[src/rtl/axi_pkg.sv]
// Shared AXI4 encodings, FSM state type and request checks for the SRAM slave
// and the DRAM-facing master adapter.
package axi_pkg;

  localparam logic [1:0] RESP_OKAY   = 2'b00;
  localparam logic [1:0] RESP_SLVERR = 2'b10;
  localparam logic [1:0] RESP_DECERR = 2'b11;

  localparam logic [1:0] BURST_FIXED = 2'b00;
  localparam logic [1:0] BURST_INCR  = 2'b01;
  localparam logic [1:0] BURST_WRAP  = 2'b10;

  localparam logic [2:0] SIZE_4B = 3'b010;

  typedef enum logic [2:0] {
    ST_IDLE    = 3'd0,
    ST_W_DATA  = 3'd1,
    ST_W_RESP  = 3'd2,
    ST_R_ISSUE = 3'd3,
    ST_R_WAIT  = 3'd4,
    ST_R_DATA  = 3'd5
  } state_e;

  // Only full-word transfers with FIXED or INCR bursts are served.
  function automatic logic addr_error(input logic [2:0] size, input logic [1:0] burst);
    return (size != SIZE_4B) || (burst == BURST_WRAP) || (burst == 2'b11);
  endfunction

endpackage

[src/rtl/axi_beat_ctr.sv]
// Burst beat counter: tracks the current SRAM word address and flags the
// final beat of a burst.
module axi_beat_ctr
  import axi_pkg::*;
#(
  parameter int ADDR_W = 14
) (
  input  logic              clk,
  input  logic              reset,
  input  logic              load,
  input  logic              step,
  input  logic [ADDR_W-1:0] load_addr,
  input  logic [7:0]        load_len,
  input  logic [1:0]        load_burst,
  output logic [ADDR_W-1:0] word_addr,
  output logic              last
);

  logic [ADDR_W-1:0] word_addr_r;
  logic [7:0]        count_r;
  logic [7:0]        len_r;
  logic              incr_r;
  logic              last_r;

  // Load on address handshake, advance one beat per step.
  always_ff @(posedge clk or posedge reset) begin
    if (reset) begin
      word_addr_r <= {ADDR_W{1'b0}};
      count_r     <= 8'd0;
      len_r       <= 8'd0;
      incr_r      <= 1'b0;
      last_r      <= 1'b0;
    end else if (load) begin
      word_addr_r <= load_addr;
      count_r     <= 8'd0;
      len_r       <= load_len;
      incr_r      <= (load_burst == BURST_INCR);
      last_r      <= (load_len == 8'd0);
    end else if (step) begin
      count_r <= count_r + 8'd1;
      last_r  <= ((count_r + 8'd1) == len_r);
      if (incr_r) begin
        word_addr_r <= word_addr_r + {{(ADDR_W-1){1'b0}}, 1'b1};
      end else begin
        word_addr_r <= word_addr_r;
      end
    end else begin
      word_addr_r <= word_addr_r;
      count_r     <= count_r;
      last_r      <= last_r;
    end
  end

  assign word_addr = word_addr_r;
  assign last      = last_r;

endmodule

[src/rtl/axi_sram_slave.sv]
// AXI4 slave serving one single/burst transaction at a time onto a 32-bit
// word-addressed synchronous SRAM; writes win arbitration over reads.
module axi_sram_slave
  import axi_pkg::*;
#(
  parameter int ADDR_W = 14,
  parameter int ID_W   = 4
) (
  input  logic              clk,
  input  logic              reset,
  input  logic [ID_W-1:0]   s_awid,
  input  logic [31:0]       s_awaddr,
  input  logic [7:0]        s_awlen,
  input  logic [2:0]        s_awsize,
  input  logic [1:0]        s_awburst,
  input  logic              s_awlock,
  input  logic [3:0]        s_awcache,
  input  logic [2:0]        s_awprot,
  input  logic              s_awvalid,
  output logic              s_awready,
  input  logic [31:0]       s_wdata,
  input  logic [3:0]        s_wstrb,
  input  logic              s_wlast,
  input  logic              s_wvalid,
  output logic              s_wready,
  output logic [ID_W-1:0]   s_bid,
  output logic [1:0]        s_bresp,
  output logic              s_bvalid,
  input  logic              s_bready,
  input  logic [ID_W-1:0]   s_arid,
  input  logic [31:0]       s_araddr,
  input  logic [7:0]        s_arlen,
  input  logic [2:0]        s_arsize,
  input  logic [1:0]        s_arburst,
  input  logic              s_arlock,
  input  logic [3:0]        s_arcache,
  input  logic [2:0]        s_arprot,
  input  logic [3:0]        s_arqos,
  input  logic              s_arvalid,
  output logic              s_arready,
  output logic [ID_W-1:0]   s_rid,
  output logic [31:0]       s_rdata,
  output logic [1:0]        s_rresp,
  output logic              s_rlast,
  output logic              s_rvalid,
  input  logic              s_rready,
  output logic [ADDR_W-1:0] memAddress,
  output logic [31:0]       memWriteData,
  output logic [3:0]        memByteEnable,
  output logic              memWriteEnable,
  output logic              memReadEnable,
  input  logic [31:0]       memReadData
);

  state_e            state_r;
  logic [ID_W-1:0]   id_r;
  logic              aerr_r;
  logic              werr_r;
  logic              bvalid_r;
  logic [ID_W-1:0]   bid_r;
  logic [1:0]        bresp_r;
  logic              rvalid_r;
  logic [ID_W-1:0]   rid_r;
  logic [31:0]       rdata_r;
  logic [1:0]        rresp_r;
  logic              rlast_r;

  logic              wr_load_s, rd_load_s, w_hs_s, rd_step_s, wlast_bad_s;
  logic [ADDR_W-1:0] wr_addr_s, rd_addr_s;
  logic              wr_last_s, rd_last_s;
  logic              unused_s;

  assign s_awready = (state_r == ST_IDLE);
  assign s_arready = (state_r == ST_IDLE) && !s_awvalid;
  assign s_wready  = (state_r == ST_W_DATA);

  assign wr_load_s   = (state_r == ST_IDLE) && s_awvalid;
  assign rd_load_s   = (state_r == ST_IDLE) && !s_awvalid && s_arvalid;
  assign w_hs_s      = (state_r == ST_W_DATA) && s_wvalid;
  assign rd_step_s   = rvalid_r && s_rready && !rlast_r;
  assign wlast_bad_s = (s_wlast != wr_last_s);

  // Flagged requests still run their beats but never touch the SRAM.
  assign memWriteEnable = w_hs_s && !aerr_r;
  assign memReadEnable  = (state_r == ST_R_ISSUE) && !aerr_r;
  assign memAddress     = (state_r == ST_W_DATA) ? wr_addr_s : rd_addr_s;
  assign memWriteData   = s_wdata;
  assign memByteEnable  = s_wstrb;

  axi_beat_ctr #(.ADDR_W(ADDR_W)) u_aw_ctr (
    .clk       (clk),
    .reset     (reset),
    .load      (wr_load_s),
    .step      (w_hs_s),
    .load_addr (s_awaddr[ADDR_W+1:2]),
    .load_len  (s_awlen),
    .load_burst(s_awburst),
    .word_addr (wr_addr_s),
    .last      (wr_last_s)
  );

  axi_beat_ctr #(.ADDR_W(ADDR_W)) u_ar_ctr (
    .clk       (clk),
    .reset     (reset),
    .load      (rd_load_s),
    .step      (rd_step_s),
    .load_addr (s_araddr[ADDR_W+1:2]),
    .load_len  (s_arlen),
    .load_burst(s_arburst),
    .word_addr (rd_addr_s),
    .last      (rd_last_s)
  );

  // Transaction FSM with registered B and R channel outputs.
  always_ff @(posedge clk or posedge reset) begin
    if (reset) begin
      state_r  <= ST_IDLE;
      id_r     <= {ID_W{1'b0}};
      aerr_r   <= 1'b0;
      werr_r   <= 1'b0;
      bvalid_r <= 1'b0;
      bid_r    <= {ID_W{1'b0}};
      bresp_r  <= RESP_OKAY;
      rvalid_r <= 1'b0;
      rid_r    <= {ID_W{1'b0}};
      rdata_r  <= 32'd0;
      rresp_r  <= RESP_OKAY;
      rlast_r  <= 1'b0;
    end else begin
      case (state_r)
        ST_IDLE: begin
          if (s_awvalid) begin
            id_r    <= s_awid;
            aerr_r  <= addr_error(s_awsize, s_awburst);
            werr_r  <= 1'b0;
            state_r <= ST_W_DATA;
          end else if (s_arvalid) begin
            id_r    <= s_arid;
            aerr_r  <= addr_error(s_arsize, s_arburst);
            state_r <= ST_R_ISSUE;
          end else begin
            state_r <= ST_IDLE;
          end
        end
        ST_W_DATA: begin
          if (s_wvalid) begin
            werr_r <= werr_r || wlast_bad_s;
            if (wr_last_s) begin
              bvalid_r <= 1'b1;
              bid_r    <= id_r;
              bresp_r  <= (aerr_r || werr_r || wlast_bad_s) ? RESP_SLVERR : RESP_OKAY;
              state_r  <= ST_W_RESP;
            end else begin
              state_r <= ST_W_DATA;
            end
          end else begin
            state_r <= ST_W_DATA;
          end
        end
        ST_W_RESP: begin
          if (s_bready) begin
            bvalid_r <= 1'b0;
            state_r  <= ST_IDLE;
          end else begin
            state_r <= ST_W_RESP;
          end
        end
        ST_R_ISSUE: state_r <= ST_R_WAIT;
        ST_R_WAIT: begin
          rdata_r  <= aerr_r ? 32'd0 : memReadData;
          rresp_r  <= aerr_r ? RESP_SLVERR : RESP_OKAY;
          rid_r    <= id_r;
          rlast_r  <= rd_last_s;
          rvalid_r <= 1'b1;
          state_r  <= ST_R_DATA;
        end
        ST_R_DATA: begin
          if (s_rready) begin
            rvalid_r <= 1'b0;
            state_r  <= rlast_r ? ST_IDLE : ST_R_ISSUE;
          end else begin
            state_r <= ST_R_DATA;
          end
        end
        default: state_r <= ST_IDLE;
      endcase
    end
  end

  assign s_bvalid = bvalid_r;
  assign s_bid    = bid_r;
  assign s_bresp  = bresp_r;
  assign s_rvalid = rvalid_r;
  assign s_rid    = rid_r;
  assign s_rdata  = rdata_r;
  assign s_rresp  = rresp_r;
  assign s_rlast  = rlast_r;

  // Sideband attributes and out-of-range address bits carry no meaning here.
  assign unused_s = ^{s_awaddr[31:ADDR_W+2], s_awaddr[1:0], s_araddr[31:ADDR_W+2],
                      s_araddr[1:0], s_awlock, s_awcache, s_awprot, s_arlock,
                      s_arcache, s_arprot, s_arqos, RESP_DECERR};

endmodule

[config.mk]
export PLATFORM = sky130hd
export DESIGN_NAME = axi_sram_slave
export DESIGN_NICKNAME = d
export VERILOG_FILES = /design/src/rtl/axi_pkg.sv /design/src/rtl/axi_beat_ctr.sv /design/src/rtl/axi_sram_slave.sv
export SDC_FILE = /design/constraint.sdc
export NUM_CORES = 1
export LEC_CHECK = 0
export CAP_MARGIN = 20
export CELL_PAD_IN_SITES_DETAIL_PLACEMENT = 1
export CELL_PAD_IN_SITES_GLOBAL_PLACEMENT = 2
export CORE_MARGIN = 3
export CORE_UTILIZATION = 21
export CTS_CLUSTER_SIZE = 25
export DETAILED_ROUTE_END_ITERATION = 7
export GPL_ROUTABILITY_DRIVEN = 0
export PLACE_DENSITY_LB_ADDON = 0.3
export SLEW_MARGIN = 15
export SYNTH_ARGS = -nofsm -noshare
export SYNTH_HDL_FRONTEND = slang
export SYNTH_SLANG_ARGS = --single-unit
[constraint.sdc]
create_clock -name clk -period 3.79 [get_ports clk]
set_input_delay 0.758 -clock clk [delete_from_list [all_inputs] [get_ports clk]]
set_output_delay 0.758 -clock clk [all_outputs]
set_load 0.03 [all_outputs]
==> results.md, run 1 <==
Critical path:
- Counting cells, the worst reg-to-reg path comes to 6.
- The critical path contains buffers and inverters numbering 3 combined.
- The reg2reg setup slack is 1.70 ns.
- Along the worst path, the maximum fanout reaches 17.
- In this design, the largest share of critical-path delay is due to buffers and inverters.
- The worst setup path is captured at an output pin.
- The longest individual stage delay on the worst path is 0.60 ns.
- The critical path goes through inv_2 > nor3_2 > buf_4 > mux2_2 > clkdlybuf4s50_1.
- The start-to-end type of the worst setup path is reg -> out.
- The cell with the biggest individual delay on the critical path is clkdlybuf4s50_1.
- For the worst setup path, the data required time is 3.03 ns.
- Data arrives at the worst endpoint at 2.60 ns.
- The sort of element at the start of the critical path is a flop.
- The worst register-to-register path begins at state_r[0]$_DFF_PP0_.
- The endpoint identified for the worst register-to-register timing path is u_aw_ctr.word_addr[7]$_DFFE_PP0P_.

Power and ir drop:
- The leakage power is 3.68 nW.
- Summed over all nets, the switching power comes to 0.00301 W.
- Across the VDD grid, the largest voltage drop is 0.000579 V.
- Of the total power, registers draw 31.3%.
- The power density over cell area is 818 mW/mm2.
- The total power draw is 0.00729 W.
- In this run switching power makes up 41.3% of total power.
- The share of total power dissipated in the clock network is 23.5%.
- The fraction of power consumed by combinational cells is 45.2%.
- The internal portion of the total power is 0.00428 W.

STA:
- Setup repair after global routing left no endpoint under its margin.
- The final critical path takes up 88.5% of the cycle.
- The post-layout minimum cycle time is 3.36 ns.
- The setup clock skew after layout is 0.0122 ns.
- The summed negative setup slack over all endpoints is 0 ns.
- At the pin with the least slew margin, the transition time is 0.649 ns.
- The final max-slew violation count is 0.
- The final number of setup-violating endpoints is 0.
- Based on the critical path, the design can be clocked at up to 0.298 GHz.
- The remaining max-slew budget at the tightest pin is 56.1%.
- The count of endpoints failing hold in the final timing report is 0.
- Across all setup checks in the final design, the least slack found is 0.434 ns.
- The final worst hold slack is 0.476 ns.

Routing:
- For this block, the initial DRC count from the detailed router was 245.
- Across all layers, the routed design uses 5,330 vias.
- After detailed routing, the average wire length per cell comes to 16.7 um.
- The number of routed nets with antenna violations is 0.
- The number of detailed-route iterations in the first pass is 4.
- In the routed design, unresolved DRC markers number 0.
- The post-detailed-routing wire length is 20,600 um.
- The via density per instance is 4.31.

Clock network:
- The post-CTS setup-driven buffer insertion count is 0.
- TritonCTS built the clock tree.
- Clock tree synthesis selected as its root buffer the cell clkbuf_16.
- The clock transition time at the flip-flop clock pins of the worst setup and hold paths is 0.06 ns.
- The maximum clock path buffer count is 2.
- In this run the number of H-tree levels came out at 4.
- The CTS buffer count is 17.
- The clock latency on the worst-skew pair is 0.42 ns.
- For this design, the CTS-stage hold fixing added 0 buffers.
- The count of clock tree sinks is 118.
- The count of cells resized by post-cts repair is 0.

Global route:
- The global-route wire length before repair is 32,800 um.
- The pin count of the biggest net entering global routing is 67.
- After global routing the overflow that remains totals 0.
- The via count of the first global-routing pass is 5,592.
- The initial antenna violation count is 1.
- In the global route stage, overall resource usage came out at 12.6%.

Hold path:
- The number of cells traversed by the worst hold path is 2.
- In this run the most critical hold path is launched from s_rdata[29]$_DFFE_PP0P_.
- The worst hold path terminates at s_rdata[29]$_DFFE_PP0P_.
- The path type of the worst min-delay path is reg -> reg.

Cells and area:
- Relative to the synthesized area, the layout overhead comes to 38.5%.
- The library cells used most frequently in the layout, excluding fill and tap cells, are clkdlybuf4s50_1, nand2_1, dfrtp_1, o21ai_0, nand2b_1.
- Cells with a size suffix above 1 make up 10.8% of the layout.
- The number of nets in the layout is 1,030.
- The finished cells cover 0.00891 mm2.
- The most common cell after layout, fill and taps aside is clkdlybuf4s50_1.

Floorplan:
- In this run the standard cell core region covers 0.0300 mm2.
- The I/O pin count is 296.
- The initial cell density of the core is 21.5%.
- In this run the core area contains 63 standard-cell rows.
- The vertical extent of the die is 181 um.
- The horizontal die dimension is 181 um.
- The die outline area is 0.0328 mm2.

Placed design:
- Input and output buffers added on the ports amount to 165.
- Once detailed placement completed, the half-perimeter wirelength came to 15,000 um.
- The post-placement worst setup slack is 0.608 ns.
- After detailed placement, the total cell area comes to 0.00827 mm2.

Logic synthesis:
- The synthesized flop and latch total is 118.
- The yosys synthesis warning count is 0.
- The average size of a mapped cell is 9.16 um2.
- Counting flops with an async set or reset pin after synthesis yields a share of 100%.
- The post-synth design cell area is 0.00643 mm2.
- Synthesis instantiated 61 different standard cells from the library.
- The number of cells produced by synthesis is 702.
- The flip-flop cell with the highest count after synthesis is dfrtp_1.
- The sequential-to-total area share from yosys stat is 45.9%.
- The count of flip-flops with a built-in enable after synthesis is 0.

Flow run:
- The max capacitance violation total is 0.

Run status:
- The run finished with clean final reports.
## worst min-delay path: stages (launching register included)
cell	delay (ns)
dfrtp_1	0.34
nand2_1	0.05
o21ai_0	0.06
## worst max path at each step
stage / slack, ns / startpoint / end / depth (start not counted)
global placement: 0.60 / s_awvalid / s_arready / 3
global route: 0.29 / state_r[0]$_DFF_PP0_ / memAddress[10] / 5
detailed placement: 0.61 / s_awvalid / s_arready / 3
floorplan: 1.37 / state_r[2]$_DFF_PP0_ / memAddress[10] / 4
CTS: 0.40 / state_r[0]$_DFF_PP0_ / memAddress[12] / 5
finish: 0.43 / state_r[0]$_DFF_PP0_ / memAddress[12] / 5
## through the flow
step	utilization (%)	cells
floorplan	-	703
global placement	27.6	1202
detailed placement	27.6	1202
CTS	29.7	1234
global route	29.7	1235
finish	29.7	1236
## power by group through the flow
stage,Clock [W],Combinational (W),Sequential (W)
2_1_floorplan,0,0.00189,0.00247
3_3_place_gp,0,0.00332,0.00229
3_5_place_dp,0,0.00333,0.00231
4_1_cts,0.00178,0.00335,0.00229
5_1_grt,0.00184,0.00362,0.00237
6_report,0.00171,0.00329,0.00228
## per-layer routing
| layer | track usage, % | vias to the layer above | routed length (um) | share of wire (%) |
|---|---|---|---|---|
| met5 | 0 | - | 0 | 0 |
| met1 | 17.9 | 2558 | 10200 | 50 |
| met2 | 19.4 | 122 | 9240 | 45 |
| met4 | 3.05 | 0 | 204 | 0.99 |
| li1 | - | 2630 | - | - |
| met3 | 3.06 | 20 | 933 | 4.5 |
## logic make-up (layout without fill, tap and decap cells)
family | after synthesis | count (layout) | synth area share (%)
AND/OR/NAND/NOR | 299 | 299 | 23.7
XOR/XNOR | 37 | 37 | 5.04
adder cells (fa/ha/maj) | 4 | 4 | 0.778
flip-flops | 118 | 118 | 45.9
buffers and inverters | 79 | 221 | 7.47
other | 1 | 3 | 0.0583
multiplexers | 30 | 30 | 5.15
AO/OA/AOI/OAI | 134 | 134 | 11.9
## synth_stat cells (all sizes together), types with 3 or more instances
| cell | number | area (um2) |
|---|---|---|
| and3 | 9 | 57.6 |
| and4 | 3 | 27.5 |
| a221o | 4 | 40.0 |
| xor2 | 16 | 140 |
| buf | 56 | 393 |
| nand2b | 37 | 231 |
| o21ai | 80 | 400 |
| nand3b | 3 | 22.5 |
| clkbuf | 15 | 57.6 |
| nand2 | 144 | 541 |
| mux2i | 5 | 50.1 |
| nor4 | 14 | 148 |
| a21oi | 21 | 105 |
| nor2 | 33 | 131 |
| nand4 | 6 | 43.8 |
| o31ai | 3 | 27.5 |
| inv | 8 | 30.0 |
| nor3 | 11 | 65.1 |
| ha | 4 | 50.1 |
| xnor2 | 21 | 184 |
| mux2 | 25 | 282 |
| nor2b | 4 | 25.0 |
| nand3 | 21 | 115 |
| dfrtp | 118 | 2950 |
| a31oi | 6 | 37.5 |
| and2 | 5 | 31.3 |
| o22ai | 4 | 25.0 |
## final cells by class
class	count	area, um2
fillers	3455	21000
multi-input cells	506	3010
flip-flops and latches	118	2950
repair buffers	181	1810
well taps	390	488
clock buffers	21	470
clock inverters	11	148
inverters	8	33.8
diodes	1	2.50
## sequential cells by signal, summed over array words and instances (netlist names), 3 cells and up
signal	count
state_r	3
u_aw_ctr.word_addr	14
u_ar_ctr.word_addr	14
u_ar_ctr.count_r	8
id_r	4
u_aw_ctr.count_r	8
u_ar_ctr.len_r	8
s_bid	4
s_rid	4
s_rdata	32
u_aw_ctr.len_r	8
No activity file was read; power rests on OpenSTA's default activity.
==> inputs of run 2 (changes only) <==
- GPL_ROUTABILITY_DRIVEN: 0 -> default
- SETUP_SLACK_MARGIN: default -> 0.5
==> run 2 against run 1 <==
Fmax up 5.7%. Power is essentially flat. Combinational power is essentially flat. Largest cell class unchanged. Global-route usage unchanged. Final cell count stayed put. Non-clock buffer count is the same. Highest routed layer unchanged.
==> results.md, run 2 (same netlist as run 1, synthesis figures left out) <==
Run status:
- The run finished with clean final reports.

Power and ir drop:
- The internal power is 0.00428 W (+0.13%).
- The maximum vdd ir drop was 0.000579 V (about the same).
- The register share of total power is 31.3% (about the same).
- The power density over cell area is 817 mW/mm2 (about the same).
- The reported net switching power is 0.00300 W (-0.14%).
- The leakage power is 3.69 nW (+0.26%).
- The clock network power share was 23.5% (about the same).
- The fraction of power spent switching nets is 41.2% (-0.063 points).
- The fraction of power consumed by combinational cells is 45.2% (about the same).

Floorplan:
- The total number of placement rows came to 63 (unchanged).
- The initial cell density of the core was 21.5% (unchanged).
- The horizontal die dimension came to 181 um (unchanged).
- The vertical extent of the die was 181 um (unchanged).
- The die outline area came to 0.0328 mm2 (unchanged).
- The I/O pin count is 296 (unchanged).
- The core region area came to 0.0300 mm2 (unchanged).

Placed design:
- The cell area after placement was 0.00827 mm2 (unchanged).
- The weighted congestion reported at the end of routability-driven placement is 0.738.
- The number of input and output port buffers inserted came to 165 (unchanged).
- The estimated wirelength of the detail-placed design came to 15,000 um (unchanged).

Clock network:
- The root cell of the clock tree is clkbuf_16.
- TritonCTS built the clock tree.
- The clock transition time at the flip-flop clock pins of the worst setup and hold paths is 0.06 ns (about the same).
- The clock latency on the worst-skew pair is 0.42 ns (about the same).
- The maximum clock path buffer count came to 2 (unchanged).
- The number of hold buffers added after CTS is 0 (unchanged).
- The number of H-tree levels is 4 (unchanged).
- The CTS buffer count is 17 (unchanged).
- The count of clock tree sinks was 118 (unchanged).

Cells and area:
- The share of post-route cells with drive strength above 1 is 10.9% (+0.12 points).
- The cell area after layout is 0.00892 mm2 (about the same).
- The library cell used most frequently in the layout, excluding fill and tap cells, is clkdlybuf4s50_1.
- The number of nets in the layout is 1,030 (unchanged).
- In the layout the commonest cells are clkdlybuf4s50_1, nand2_1, dfrtp_1, o21ai_0, nand2b_1.
- The flip-flop count of the largest register, all copies and words added came to 32 (unchanged).
- The area growth from synthesis to layout came to 38.6% (about the same).

STA:
- The final number of setup-violating endpoints is 0 (unchanged).
- The setup clock skew after layout is 0.0122 ns (-0.00000100 ns).
- The final max-slew violation count came to 0 (unchanged).
- The measured slew at the worst slew-check pin was 0.669 ns (+0.0198 ns).
- The summed negative setup slack over all endpoints is 0 ns (unchanged).
- Setup repair after global routing left no endpoint under its margin.
- The count of endpoints failing hold in the final timing report came to 0 (unchanged).
- The post-route fraction of the period consumed by the critical path is 83.8% (-4.8 points).
- The remaining max-slew budget at the tightest pin was 55.2% (-0.95 points).
- The maximum clock rate is 0.315 GHz (+5.7%).
- The post-layout minimum cycle time was 3.18 ns (-0.181 ns).

Critical path:
- The reg2reg setup slack is 1.74 ns (+0.04 ns).
- The critical path in this run is classified as reg -> out.
- The family with the most delay on the worst path is buffers and inverters.
- The data required time at the worst endpoint is 3.03 ns (about the same).
- The critical path starts at state_r[0]$_DFF_PP0_.
- The critical path goes through inv_2 > nor3_2 > buf_6 > mux2_2 > clkdlybuf4s50_1.
- The sort of element at the start of the critical path is a flop.
- The worst setup path is captured at an output pin.
- The longest individual stage delay on the worst path is 0.60 ns (about the same).
- The peak fanout along the critical path was 17 (unchanged).
- The buffering stage count on the worst path with inverters included came to 3 (unchanged).
- The slowest stage of the critical path belongs to the cell clkdlybuf4s50_1.
- The critical path arrival is 2.42 ns (-0.18 ns).
- The startpoint identified for the worst register-to-register timing path is state_r[0]$_DFF_PP0_.

Routing:
- The via count is 5,338 (+0.15%).
- The post-detailed-route wirelength per cell was 16.7 um (about the same).
- The detailed router's first-iteration violation count came to 246 (+0.41%).
- The via density per instance is 4.32 (+0.15%).
- The number of detailed-route iterations in the first pass came to 4 (unchanged).
- The post-detailed-routing wire length is 20,600 um (about the same).
- The number of routed nets with antenna violations is 0 (unchanged).
- The DRC violation count after routing is 0 (unchanged).

Hold path:
- The path type of the worst min-delay path is reg -> reg.
- The worst hold path begins at s_rdata[29]$_DFFE_PP0P_.

Global route:
- The via count of the first global-routing pass is 5,592 (unchanged).
- The global-route wire length before repair is 32,800 um (unchanged).
- The initial antenna violation count is 1 (unchanged).
- The pin count of the biggest net entering global routing is 67 (unchanged).
- The overall routing resource usage was 12.6% (unchanged).
- The total congestion overflow is 0 (unchanged).

Flow run:
- The max capacitance violation total was 0 (unchanged).
run 2: path summary, 6_finish.rpt:
| path | end | cells past startpoint |
|---|---|---|
| setup / recovery | memAddress[12] | 5 |
| hold / removal | s_rdata[29]$_DFFE_PP0P_ | 2 |
| min in group asynchronous | s_rdata[14]$_DFFE_PP0P_ | 2 |
| setup reg to reg | u_aw_ctr.word_addr[7]$_DFFE_PP0P_ | 6 |
| hold reg to reg | s_rdata[29]$_DFFE_PP0P_ | 2 |
| max in group asynchronous | u_ar_ctr.count_r[6]$_DFFE_PP0P_ | 3 |
run 2: metrics by stage:
stage                     total power (W)  std cells  util, %  hold slack [ns]  setup slack [ns]
final                             0.00729       1236     29.8            0.476             0.615
after global routing              0.00783       1235     29.8            0.503             0.492
after CTS                         0.00743       1234     29.7            0.484             0.540
after detailed placement          0.00564       1202     27.6            0.470             0.608
after global placement            0.00561       1202     27.6            0.463             0.603
after floorplan                   0.00436        703        -            0.438              1.37
run 2: power by group through the flow:
stage | registers (W) | logic [W] | clock network [W]
after floorplan | 0.00247 | 0.00189 | 0
after global placement | 0.00229 | 0.00332 | 0
after detailed placement | 0.00231 | 0.00333 | 0
after CTS | 0.00229 | 0.00335 | 0.00178
after global routing | 0.00237 | 0.00362 | 0.00184
final | 0.00228 | 0.00330 | 0.00171
run 2: per-layer routing:
metal | GRT usage [%] | wire (um) | vias up
met3 | 3.06 | 949 | 20
met2 | 19.4 | 9240 | 124
met4 | 3.05 | 200 | 0
li1 | - | - | 2626
met5 | 0 | 0 | -
met1 | 17.9 | 10200 | 2568
run 2: final cells by class:
type                    count  area (um2)
diodes                      1        2.50
clock buffers              21         470
clock inverters            11         148
fillers                  3456       21000
inverters                   8        33.8
multi-input cells         506        3010
flip-flops and latches    118        2950
well taps                 390         488
repair buffers            181        1820
run 2: tightest hold or removal path, delay by kind of cell, from the launching register on:
family | cells | cell delay [ns]
compound gates | 1 | 0.06
flops | 1 | 0.34
simple gates | 1 | 0.05
run 2: what timing repair did:
action | in CTS | in global routing
buffers inserted | 0 | 0
setup endpoints to repair | 14 | 14
pin swaps | 0 | 0
resized for setup | 1 | 2
